File: src/rtl/wb_master_fsm.sv
// rtl/wb_master_fsm.sv - registered Wishbone classic-cycle master (optional timeout: WB_MASTER_TIMEOUT_EN)
module wb_master_fsm #(
    parameter int DATA_W  = 8,
    parameter int ADDR_W  = 16,
    parameter int TIMEOUT = 15
) (
    input  logic              clk_i,
    input  logic              rst_i,
    input  logic              ack_i,
    input  logic              err_i,
    input  logic [DATA_W-1:0] dat_i,
    output logic [DATA_W-1:0] dat_o,
    output logic [ADDR_W-1:0] adr_o,
    output logic              we_o,
    output logic              stb_o,
    output logic              cyc_o,
    input  logic              cpu_rd,
    input  logic              cpu_wr,
    input  logic [ADDR_W-1:0] cpu_dir,
    input  logic [DATA_W-1:0] cpu_data_i,
    input  logic              enable_wishbone,
    output logic [DATA_W-1:0] cpu_data_o,
    output logic              cpu_busy,
    output logic              cpu_done,
    output logic              cpu_err
);

    typedef enum logic {
        IDLE = 1'b0,
        BUS  = 1'b1
    } state_t;

    state_t            state, state_nx;
    logic [ADDR_W-1:0] adr_nx;
    logic [DATA_W-1:0] dat_nx;
    logic [DATA_W-1:0] rdata_nx;
    logic              we_nx;
    logic              done_nx;
    logic              err_nx;
    logic              timeout_hit;

`ifdef WB_MASTER_TIMEOUT_EN
    logic [7:0] cnt, cnt_nx;
    // Abort fires on the BUS edge where the counter has reached its last value,
    // giving exactly TIMEOUT cycles of cyc_o high.
    assign timeout_hit = (cnt == 8'(TIMEOUT - 1));
`else
    localparam logic [7:0] unused_timeout = 8'(TIMEOUT);
    assign timeout_hit = 1'b0;
`endif

    // Bus control strobes follow the state register directly so they drop
    // immediately on asynchronous reset.
    assign cyc_o    = (state == BUS);
    assign stb_o    = (state == BUS);
    assign cpu_busy = (state == BUS);

    // Next-state and next-register-value logic.
    always_comb begin
        state_nx = state;
        adr_nx   = adr_o;
        dat_nx   = dat_o;
        we_nx    = we_o;
        rdata_nx = cpu_data_o;
        done_nx  = 1'b0;
        err_nx   = 1'b0;
`ifdef WB_MASTER_TIMEOUT_EN
        cnt_nx   = cnt;
`endif
        case (state)
            IDLE: begin
                if (enable_wishbone && (cpu_rd || cpu_wr)) begin
                    adr_nx   = cpu_dir;
                    dat_nx   = cpu_data_i;
                    we_nx    = cpu_wr;
                    state_nx = BUS;
`ifdef WB_MASTER_TIMEOUT_EN
                    cnt_nx   = 8'd0;
`endif
                end
            end
            BUS: begin
                // err has priority over ack; both high is reported as an error.
                if (err_i) begin
                    err_nx   = 1'b1;
                    state_nx = IDLE;
                end else if (ack_i) begin
                    done_nx  = 1'b1;
                    state_nx = IDLE;
                    if (!we_o) begin
                        rdata_nx = dat_i;
                    end
                end else if (timeout_hit) begin
                    err_nx   = 1'b1;
                    state_nx = IDLE;
                end else begin
`ifdef WB_MASTER_TIMEOUT_EN
                    cnt_nx   = cnt + 8'd1;
`endif
                end
            end
            default: state_nx = IDLE;
        endcase
    end

    // State and registered outputs, cleared asynchronously.
    always_ff @(posedge clk_i or negedge rst_i) begin
        if (!rst_i) begin
            state      <= IDLE;
            adr_o      <= '0;
            dat_o      <= '0;
            we_o       <= 1'b0;
            cpu_data_o <= '0;
            cpu_done   <= 1'b0;
            cpu_err    <= 1'b0;
        end else begin
            state      <= state_nx;
            adr_o      <= adr_nx;
            dat_o      <= dat_nx;
            we_o       <= we_nx;
            cpu_data_o <= rdata_nx;
            cpu_done   <= done_nx;
            cpu_err    <= err_nx;
        end
    end

`ifdef WB_MASTER_TIMEOUT_EN
    // Wait-cycle counter for the bus timeout.
    always_ff @(posedge clk_i or negedge rst_i) begin
        if (!rst_i) begin
            cnt <= 8'd0;
        end else begin
            cnt <= cnt_nx;
        end
    end
`endif

endmodule

File: config.mk
export PLATFORM = sky130hd
export DESIGN_NAME = wb_master_fsm
export DESIGN_NICKNAME = d
export VERILOG_FILES = /design/src/rtl/wb_master_fsm.sv
export SDC_FILE = /design/constraint.sdc
export NUM_CORES = 1
export LEC_CHECK = 0
export CORE_MARGIN = 2
export CORE_UTILIZATION = 42
export CTS_CLUSTER_SIZE = 8
export DETAILED_ROUTE_END_ITERATION = 7
export MAX_ROUTING_LAYER = met4
export PLACE_DENSITY = 0.81
export RECOVER_POWER = 100
export SYNTH_ARGS = -nofsm -noshare
export SYNTH_HDL_FRONTEND = slang
export SYNTH_SLANG_ARGS = --single-unit
File: constraint.sdc
create_clock -name clk_i -period 3.2 [get_ports clk_i]
set_input_delay 0.96 -clock clk_i [delete_from_list [all_inputs] [get_ports clk_i]]
set_output_delay 0.96 -clock clk_i [all_outputs]
set_load 0.01 [all_outputs]
==> impl_results.md <==
* Crit path capture: cpu_data_o[5]$_DFFE_PN0P_
* Syn avg cell area at 18.2 sq um
* CTS Buffer Depth at 2
* Initial antenna violation count at 0
* Worst hold slack at a little under 0.5 ns
* Reg area at 901 sq um
* Pwr/cell area at 586 nW/um^2
* Syn_nets at about 120
* Post-route setup TNS at 0 ns
* Die footprint at approximately 4100 sq um
* Crit share post-route at roughly 79%
* Dpl cells at 200
* RR Endpoint: adr_o[9]$_DFFE_PN0P_
* DR vias/cell at about 4.6
* Arrival time worst endpoint at 2.77 ns
* Hpwl dp at between 2000 and 2500 um
* Multi-input logic area at between 400 and 500 sq um
* Endpoints failing setup at 0
* #FFs+latches synth at 36
* Reg2Reg Setup Slack at 1.40 ns
* Die Span Y at about 64 um
* Worst slew margin at -21.3%
* Critical path class: primary input to register
* CP max FO at 8
* Maxcap violations at 1
* Max H-tree Level at 2
* Via count at 958
* Layout area overhead at 46.0%
* DP Worst Slack at approximately 0.59 ns
* LEAKAGE at 0.948 nW
* First-pass GRT wire length at about 4900 um
* Synth area leaders: dfrtp_1, mux2_4, mux2_2, buf_12, buf_6
* Measured slew at the worst slew-check pin at roughly 1.8 ns
* GRT overflow at 0
* CTS tree: yes
* 1st-iter DRT viols at 22
* Row cnt at 21
* Detail Route Antenna Nets at 0
* Chain of cells forming the critical path: dlygate4sd3_1 -> and3b_1 -> nor2b_1 -> mux2_2
* Core area at 3390 sq um
* Vias in the first global route at ~1000
* Cells after Synth at 83
* Failing checks: max-capacitance violations, max-slew violations
* Reg2reg path depth at 4
* CP required at approximately 3.4 ns
* Peak VDD IR at between 0.3 and 0.4 mV
* # resized after CTS at 0
* Avg WL per Cell at around 14 um
* Setup crit start: err_i
* Distinct cells, synth at 15
* Num ports at 77
* Cts bufs inserted at 5
* IO buf count at 76
* Commonest non-fill, non-tap cells in the layout: dlygate4sd3_1, dfrtp_1, clkdlybuf4s50_1
* R2R Path Start: cpu_busy$_DFF_PN0_
* Most common cell after layout, fill and taps aside: dlygate4sd3_1
* Fraction of layout cells with a size suffix above 1 at approximately 13%
* Chip width at 64.0 um
* Design Power at about 1.3 mW
* # DRC at 0
* Crit end category: register
* CP top delay family: simple AND/OR/NAND/NOR gates
* Yosys Warn Count at 0
* Crit start category: primary input
* Tot GR Track Use at 16.5%
* Post-synthesis sequential area ratio at between 50% and 60%
* Final Util at 65.0%
* DR pass1 iterations at 3
* Fmax at roughly 0.39 GHz
* Post-CTS Setup Inserts at 0
* Worst Path Buf+Inv at 1
* CTS Hold Bufs at 0
* Clk pin slew, worst setup/hold paths at ~0.11 ns
* RSZ-0062 raised after global routing: false
* Setup WS post-layout at about 0.66 ns
* CTS Root Cell: clkbuf_4
* Post-Syn Area at about 1500 sq um
* Largest net degree at the start of global routing at 37
* Delay of the slowest critical-path stage at a little under 0.6 ns
* Dpl cell area at about 2300 sq um
* Status: finished with violations
* Final non-filler cell total at between 200 and 250
* CTS Sinks at 36
* WP depth at 4
* Final hold vios at 0
* Initial core utilization at ~45%
* Final #Nets at 200
* Cell taking the most area after synthesis: dfrtp_1
* Drt total wl at roughly 2900 um
* Synth top area share at between 50% and 60%
* Worst hold path type: register to register
* Post-route cell area at roughly 2200 sq um
* Pins over their slew limit at 37
* # diodes at 0
* Slowest CP cell: nor2b_1
* Clock Latency Late Sink at around 0.34 ns
* Filler cell count at ~280
* Setup Skew at ~0.012 ns
* Placer Congestion at between 0.7 and 0.8
* Min cycle time layout at roughly 2.5 ns
[sequential cells by signal, indices dropped and copies added (netlist names)]
signal and count:
adr_o 16, cpu_done 1, dat_o 8, cpu_data_o 8
cpu_busy 1, cpu_err 1, we_o 1
[synth_stat cells]
master and instances:
dfrtp_1 36, nor2b_4 1, nor2_1 1, nand2_1 1
buf_12 2, buf_4 2, and2_1 1, a21o_1 1
mux2_2 5, mux2_4 27, buf_6 2, nor2b_2 1
o21a_1 1, and3b_1 1, a22o_2 1
[kinds of logic after synthesis]
family          share of synthesized area (%)
compound gates                           1.66
buf+inv                                  5.14
flops                                    59.7
mux                                      30.6
simple gates                             2.98
[worst min path at each step]
stage	from	to	cells after the start	slack [ns]
floorplan	adr_o[10]$_DFFE_PN0P_	adr_o[10]$_DFFE_PN0P_	1	0.55
global route	dat_o[0]$_DFFE_PN0P_	dat_o[0]$_DFFE_PN0P_	1	0.52
detailed placement	dat_o[0]$_DFFE_PN0P_	dat_o[0]$_DFFE_PN0P_	1	0.49
global placement	adr_o[10]$_DFFE_PN0P_	adr_o[10]$_DFFE_PN0P_	1	0.49
CTS	dat_o[0]$_DFFE_PN0P_	dat_o[0]$_DFFE_PN0P_	1	0.52
finish	dat_o[0]$_DFFE_PN0P_	dat_o[0]$_DFFE_PN0P_	1	0.49
[power by group]
part | internal [mW] | total, mW | switching [mW]
logic | 0.262 | 0.414 | 0.153
clock network | 0.108 | 0.255 | 0.148
registers | 0.564 | 0.621 | 0.0567
[layout make-up]
class,count,area share [%]
clock buffer,7,2.50
clock inverter,1,0.341
multi-input combinational,41,19.2
sequential,36,40.9
tap,46,2.61
timing repair buffer,77,34.4
[layer usage]
layer	share of wire, %	wire (um)	vias to the layer above	track usage, %
li1	-	-	440	-
met1	43	1270	469	20.3
met2	48	1400	45	25.1
met3	8.2	241	4	6.51
met4	0.78	23	0	4.89
met5	0	0	-	-
No activity file was read; power rests on OpenSTA's default activity.
